File: config.mk
export PLATFORM = sky130hd
export DESIGN_NAME = fp32_multiplier
export DESIGN_NICKNAME = d
export VERILOG_FILES = /design/src/rtl/fp32_multiplier.sv
export SDC_FILE = /design/constraint.sdc
export NUM_CORES = 2
export LEC_CHECK = 0
export ABC_AREA = 1
export BUFFER_PORTS_ARGS = -buffer_cell sky130_fd_sc_hd__buf_2
export CORE_MARGIN = 4
export CORE_UTILIZATION = 55
export DETAILED_ROUTE_END_ITERATION = 8
export GPL_TIMING_DRIVEN = 0
export PLACE_DENSITY = 0.78
export SLEW_MARGIN = 20
export SYNTH_ARGS = -nofsm -noshare
export SYNTH_HDL_FRONTEND = slang
export SYNTH_SLANG_ARGS = --single-unit
export TNS_END_PERCENT = 50
File: constraint.sdc
create_clock -name clk -period 15.6 [get_ports clk]
set_input_delay 2.34 -clock clk [delete_from_list [all_inputs] [get_ports clk]]
set_output_delay 2.34 -clock clk [all_outputs]
set_load 0.03 [all_outputs]
File: src/rtl/fp32_multiplier.sv
// Three-stage IEEE-754 binary32 multiplier (unpack, multiply, normalize/pack), truncation rounding.
// Optional macro FPM_ROUND_NEAREST_EN switches stage 3 to round-to-nearest-even.
module fp32_multiplier #(
    parameter int EXP_BIAS = 127,
    parameter int LATENCY  = 3
) (
    input  logic        clk,
    input  logic        reset,
    input  logic        enable,
    input  logic [31:0] in1,
    input  logic [31:0] in2,
    output logic [31:0] out,
    output logic        overflow
);

    localparam logic [9:0] BIAS_W = 10'(EXP_BIAS);

    // Stage 1 registers: unpacked operands
    logic               s1_sign_d, s1_sign_q;
    logic               s1_zero_d, s1_zero_q;
    logic [9:0]         s1_e1_d, s1_e1_q;
    logic [9:0]         s1_e2_d, s1_e2_q;
    logic [23:0]        s1_m1_d, s1_m1_q;
    logic [23:0]        s1_m2_d, s1_m2_q;

    // Stage 2 registers: raw product and biased exponent sum
    logic               s2_sign_d, s2_sign_q;
    logic               s2_zero_d, s2_zero_q;
    logic [47:0]        s2_prod_d, s2_prod_q;
    logic signed [9:0]  s2_exp_d, s2_exp_q;

    // Stage 3 registers: packed result
    logic [31:0]        out_d, out_q;
    logic               overflow_d, overflow_q;

    // Stage 3 working values
    logic [22:0]        frac_s;
    logic signed [9:0]  exp_s;
`ifdef FPM_ROUND_NEAREST_EN
    logic               guard_s;
    logic               sticky_s;
    logic               round_up_s;
    logic [23:0]        rounded_s;
`else
    logic               unused_tail_s;
    assign unused_tail_s = ^s2_prod_q[22:0];
`endif

    // Unpack: denormals and zeros both collapse to the zero flag
    always_comb begin
        s1_sign_d = in1[31] ^ in2[31];
        s1_e1_d   = {2'b00, in1[30:23]};
        s1_e2_d   = {2'b00, in2[30:23]};
        s1_m1_d   = {1'b1, in1[22:0]};
        s1_m2_d   = {1'b1, in2[22:0]};
        if ((in1[30:23] == 8'd0) || (in2[30:23] == 8'd0)) begin
            s1_zero_d = 1'b1;
        end else begin
            s1_zero_d = 1'b0;
        end
    end

    // Multiply mantissas and combine exponents (10-bit wraparound gives the signed sum)
    always_comb begin
        s2_sign_d = s1_sign_q;
        s2_zero_d = s1_zero_q;
        s2_prod_d = {24'd0, s1_m1_q} * {24'd0, s1_m2_q};
        s2_exp_d  = $signed(s1_e1_q + s1_e2_q - BIAS_W);
    end

    // Normalize, optionally round, then select the packed result
    always_comb begin
        if (s2_prod_q[47]) begin
            frac_s = s2_prod_q[46:24];
            exp_s  = s2_exp_q + 10'sd1;
        end else begin
            frac_s = s2_prod_q[45:23];
            exp_s  = s2_exp_q;
        end

`ifdef FPM_ROUND_NEAREST_EN
        if (s2_prod_q[47]) begin
            guard_s  = s2_prod_q[23];
            sticky_s = |s2_prod_q[22:0];
        end else begin
            guard_s  = s2_prod_q[22];
            sticky_s = |s2_prod_q[21:0];
        end
        round_up_s = guard_s & (sticky_s | frac_s[0]);
        rounded_s  = {1'b0, frac_s} + {23'd0, round_up_s};
        if (rounded_s[23]) begin
            frac_s = 23'd0;
            exp_s  = exp_s + 10'sd1;
        end else begin
            frac_s = rounded_s[22:0];
        end
`endif

        if (s2_zero_q) begin
            out_d      = 32'h0000_0000;
            overflow_d = 1'b0;
        end else if (exp_s < 10'sd1) begin
            out_d      = 32'h0000_0000;
            overflow_d = 1'b0;
        end else if (exp_s > 10'sd254) begin
            out_d      = {s2_sign_q, exp_s[7:0], frac_s};
            overflow_d = 1'b1;
        end else begin
            out_d      = {s2_sign_q, exp_s[7:0], frac_s};
            overflow_d = 1'b0;
        end
    end

    // Pipeline registers: reset clears everything, enable low freezes every stage
    always_ff @(posedge clk) begin
        if (reset) begin
            s1_sign_q  <= 1'b0;
            s1_zero_q  <= 1'b0;
            s1_e1_q    <= 10'd0;
            s1_e2_q    <= 10'd0;
            s1_m1_q    <= 24'd0;
            s1_m2_q    <= 24'd0;
            s2_sign_q  <= 1'b0;
            s2_zero_q  <= 1'b0;
            s2_prod_q  <= 48'd0;
            s2_exp_q   <= 10'sd0;
            out_q      <= 32'h0000_0000;
            overflow_q <= 1'b0;
        end else if (enable) begin
            s1_sign_q  <= s1_sign_d;
            s1_zero_q  <= s1_zero_d;
            s1_e1_q    <= s1_e1_d;
            s1_e2_q    <= s1_e2_d;
            s1_m1_q    <= s1_m1_d;
            s1_m2_q    <= s1_m2_d;
            s2_sign_q  <= s2_sign_d;
            s2_zero_q  <= s2_zero_d;
            s2_prod_q  <= s2_prod_d;
            s2_exp_q   <= s2_exp_d;
            out_q      <= out_d;
            overflow_q <= overflow_d;
        end else begin
            s1_sign_q  <= s1_sign_q;
            s1_zero_q  <= s1_zero_q;
            s1_e1_q    <= s1_e1_q;
            s1_e2_q    <= s1_e2_q;
            s1_m1_q    <= s1_m1_q;
            s1_m2_q    <= s1_m2_q;
            s2_sign_q  <= s2_sign_q;
            s2_zero_q  <= s2_zero_q;
            s2_prod_q  <= s2_prod_q;
            s2_exp_q   <= s2_exp_q;
            out_q      <= out_q;
            overflow_q <= overflow_q;
        end
    end

    assign out      = out_q;
    assign overflow = overflow_q;

endmodule

# == Yosys cells after proc, flatten, opt, wreduce, memory -nomap -nowiden ==
# Index checks and enable logic that the tools add are counted.
# word_totals
in_bits,67
register_bits,159
output_inout_bits,33
word_cells,30
# op_classes
addsub,3
muxes,8
n_reduce_logical,3
order_cmp,2
mul,1
bitwise_logic,1
# op_table
op,n
two-way mux 32 bit,2
multiplier 24 x 24 -> 48 bit,1
two-way mux 23 bit,1
zero test 8 bit,2
adder 10 x 2 -> 10 bit (second input constant),1
> comparator 10 x 9 -> 1 bit (second input constant),1
less-than comparator 10 x 2 -> 1 bit (second input constant),1
two-way mux 10 bit,1
subtractor 9 x 7 -> 10 bit (second input constant),1
adder 8 x 8 -> 9 bit,1
two-way mux 1 bit,4
logical OR 1 bit,1
XOR 1 bit,1

# == Longest topological paths before layout ==
# depth
depth_word,6
mapped_depth,32
ltp_nobuf,30

# == Least setup slack after synthesis ==
# Ideal clock, no wire load.
# synth_timing
path_type,register -> register
from,register s1_m2_q[3]
to,register s2_prod_q[45]
path_slack_ps,9459
setup_ps,109
synth_period_minus_slack_ps,6141
path_stages_with_launch,30
required_time_ps,15491
arrival_ps,6032
path_buffers,2
cell_sequence,dfxtp_1 -> clkbuf_1 -> clkbuf_1 -> nand2_1 -> fa_1 -> inv_1 -> fa_1 -> inv_1 -> fa_1 -> inv_1 -> fa_1 -> inv_1 -> fa_1 -> inv_1 -> fa_1 -> inv_1 -> fa_1 -> inv_1 -> ha_1 -> nand2_1 -> nor2_1 -> inv_1 -> nor3_1 -> nand3_1 -> nor3_1 -> nand2_1 -> nand4_1 -> nand3_1 -> nand2_1 -> inv_1
# synth_via
elab_chain_cells,1
# synth_rtl
item,line_no,rtl
start: declaration,24,"logic [23:0] s1_m2_d, s1_m2_q;"
start signal: assignment,135,s1_m2_q <= s1_m2_d;
start signal: assignment,148,s1_m2_q <= s1_m2_q;
multiplier 24 x 24 -> 48 bit,67,"s2_prod_d = {24'd0, s1_m1_q} * {24'd0, s1_m2_q};"
end signal: assignment,138,s2_prod_q <= s2_prod_d;
end signal: assignment,151,s2_prod_q <= s2_prod_q;
end: declaration,29,"logic [47:0] s2_prod_d, s2_prod_q;"
# No other way between the ends.
# A chain may end at the register's enable or synchronous reset.

# == Worst setup path in the final report ==
# layout_timing
from,register s1_m1_q[11]
to,register s2_prod_q[45]
# layout_via
elab_chain_cells,1
# layout_rtl
item,line_no,rtl
start: declaration,23,"logic [23:0] s1_m1_d, s1_m1_q;"
start signal: assignment,134,s1_m1_q <= s1_m1_d;
start signal: assignment,147,s1_m1_q <= s1_m1_q;
multiplier 24 x 24 -> 48 bit,67,
# No other way between the ends.

==> impl_metrics.toml <==
[flow_run]
cap_viol_max_count = 0

[synthesis]
ys_seq_area_share_pct = 10.52
ys_seq_elements = 135
synth.cell_area_mm2 = 0.02570
ys_warn_count = 0
synth_top_family_by_area = "adder cells"
syn_area_per_cell_um2 = 7.346
synth-simple-area-share_pct = 17.95
synth.area.mux_share_pct = 0
synthAdderAreaFrac_pct = 46.60
synth_xor_area_share_pct = 0.8130
ys_types = 37
synth_compound_area_share_pct = 6.660
syn_nets = 4234
synth_cells = 3499

[placement]
dp_hpwl_um = 68160
portBuffers = 98
place_inst = 4197
place.gp.congestion = 1.052

[power_and_ir_drop]
p_leak_nw = 15.75
irDropWorstVdd_mv = 0.08896
p_per_area_mw_per_mm2 = 96.14

[critical_path]
r2r_slack_ns = 7.74
cp_slowest_cell = "clkbuf_1"
critical_path.reg2reg.startpoint = "s1_m1_q[11]"
crit_arrival_ns = 8.20
cpPeakStageDelay_ns = 0.85
endpoint_kind = "flop"
cp.required_ns = 15.95
path_buf_inv = 8
path_delay_family = "adder cells"
crit_cells = 25
criticalPathCategory = "reg -> reg"
crit_fanout = 10
crit_path_frequent_cell = "fa_1"
worst_r2r_path_depth = 25
start_kind = "flop"
r2r-end = "s2_prod_q[45]"

[hold_path]
whs_path_depth = 2
min_to = "out[30]"
hold_start = "out[30]"
hold_class = "reg -> reg"

[layout]
num-nets-final = 4351
layout_common_cells = "996 x inv_1, 807 x nand2_1, 482 x fa_1, 232 x nor2_1, 186 x ha_1"
final_common_cell = "inv_1"
synthToLayoutAreaGrowth_pct = 7.210
final_cells = 4230
fillers = 4172
drive_gt1_share_pct = 4.023
final_util_pct = 60.20

[floorplanning]
rows = 78
coreArea_mm2 = 0.04577
die_x_um = 224.2
initial_utilization_pct = 56.15
die_h_um = 224.2
dieArea_mm2 = 0.05025
ioPinCount = 100

[drt]
dr.pass1.iters = 6
drt-initial-drc-count = 2270
detail-route-antenna-nets = 0
wl_per_cell_um = 19.70
drt_wl_total_um = 83340
post-route-drc-count = 0
viasPerCell = 5.385
dr_total_vias = 22780

[global_route]
grt_pass1_wl_um = 129800
first_global_vias = 23470
gr-total-overflow = 0
grt_antenna_before_repair = 2
grt_usage_pct = 33.70
grt_start_max_net_pins = 17

[cts]
htreeDepth = 4
clk_pin_slew_ns = 0.07
numCtsBuffers = 17
cts_max_path_buffers = 2
cts_sinks = 135
cts_tree = "built"
cts_hold_buf = 0
cts_setup_buffers = 0
insertion_delay_ns = 0.45
cts_resized = 0
root_buffer = "clkbuf_16"

[timing]
hold-worst-slack_ns = 0.4643
period_minus_slack_ns = 7.858
slew_viol_final = 0
clock_skew_ns = 0.01019
fmax_mhz = 127.3
setup_viol = 0
max_slew_margin_pct = 22.42
hold_viol = 0
tightest_slew_ns = 1.164
tns_ns = 0
fin_crit_sh_pct = 50.37
rsz0062_at_grt = "no"

[outcome]
status = "complete, no violations"
sequential cells by signal, summed over array words and instances, names as in the netlist, 8 cells and up:
| register | cells |
|---|---|
| s1_e1_q | 8 |
| s1_m2_q | 23 |
| s1_e2_q | 8 |
| out | 32 |
| s2_exp_q | 10 |
| s1_m1_q | 24 |
| s2_prod_q | 25 |
tightest hold or removal path, stage by stage, from the launching register on:
cell,delay [ns]
dfxtp_1,0.31
nand2_1,0.06
a21oi_1,0.06
final cells by class:
type,count,area [um^2],share of cell area [%]
well taps,600,750.7,2.724
clock buffers,17,425.4,1.544
inverters,997,3742,13.58
clock inverters,15,183.9,0.6675
repair buffers,98,490.5,1.780
diodes,1,2.502,0.009081
plain buffers,192,745.7,2.706
flip-flops and latches,135,2703,9.808
multi-input cells,2175,18510,67.18
metal layers:
metal / wire (um) / track usage (%) / part of all wire [%] / vias to the layer above
met1: 30290 / 41.23 / 36 / 10820
met2: 36300 / 52.38 / 44 / 1300
met5: 0 / 0 / 0 / -
li1: - / - / - / 10290
met4: 6981 / 21.25 / 8.4 / 0
met3: 9773 / 10.14 / 12 / 374
cell families (layout without fill, tap and decap cells):
kind of cell    after synthesis  count (layout)
flops                       135             135
other cells                   0               1
simple gates               1159            1159
fa+ha+maj                   668             668
xor+xnor                     23              23
compound gates              325             325
buf+inv                    1189            1319
how the worst max path moves through the flow:
stage	from	to	slack [ns]
6_report	s1_m1_q[11]	s2_prod_q[45]	7.74
5_1_grt	s1_m1_q[13]	s2_prod_q[45]	7.58
4_1_cts	s1_m1_q[11]	s2_prod_q[45]	8.00
3_5_place_dp	s1_m1_q[11]	s2_prod_q[45]	8.02
3_3_place_gp	s1_m1_q[11]	s2_prod_q[45]	8.03
2_1_floorplan	s1_m2_q[3]	s2_prod_q[45]	9.46
cells in the mapped netlist, drive strengths merged:
cell / n / area (um^2)
inv: 997 / 3742
nand2: 807 / 3029
fa: 482 / 9649
nor2: 235 / 899.6
ha: 186 / 2327
clkbuf: 181 / 679.4
o21ai: 148 / 740.7
a21oi: 142 / 710.7
dfxtp: 135 / 2703
nand3: 53 / 287.8
nand4: 40 / 256.5
xor2: 19 / 173.9
nor3: 15 / 75.07
buf: 11 / 66.31
o21bai: 8 / 60.06
a21o: 7 / 52.55
o21a: 7 / 52.55
a21boi: 6 / 45.04
nor4: 4 / 25.02
o211ai: 4 / 30.03
xnor2: 4 / 35.03
nand3b: 3 / 22.52
a31oi: 2 / 12.51
a211oi: 1 / 7.510
and2: 1 / 6.260
nor3b: 1 / 12.51
power by group:
| group | internal [W] | leakage [nW] | switching, W | total (W) |
|---|---|---|---|---|
| clock | 0.000242 | 0.291 | 0.000179 | 0.000421 |
| sequential | 0.000383 | 1.12 | 0.0000221 | 0.000405 |
| combinational | 0.000591 | 14.3 | 0.00123 | 0.00182 |
through the flow:
stage	total power, W	area, um^2	setup WS, ns
global placement	0.002150	26940	8.034
CTS	0.002600	27550	7.995
finish	0.002649	27560	7.742
floorplan	0.001517	25700	9.459
global route	0.002847	27550	7.580
detailed placement	0.002156	26940	8.023
No activity file was read; power rests on OpenSTA's default activity.
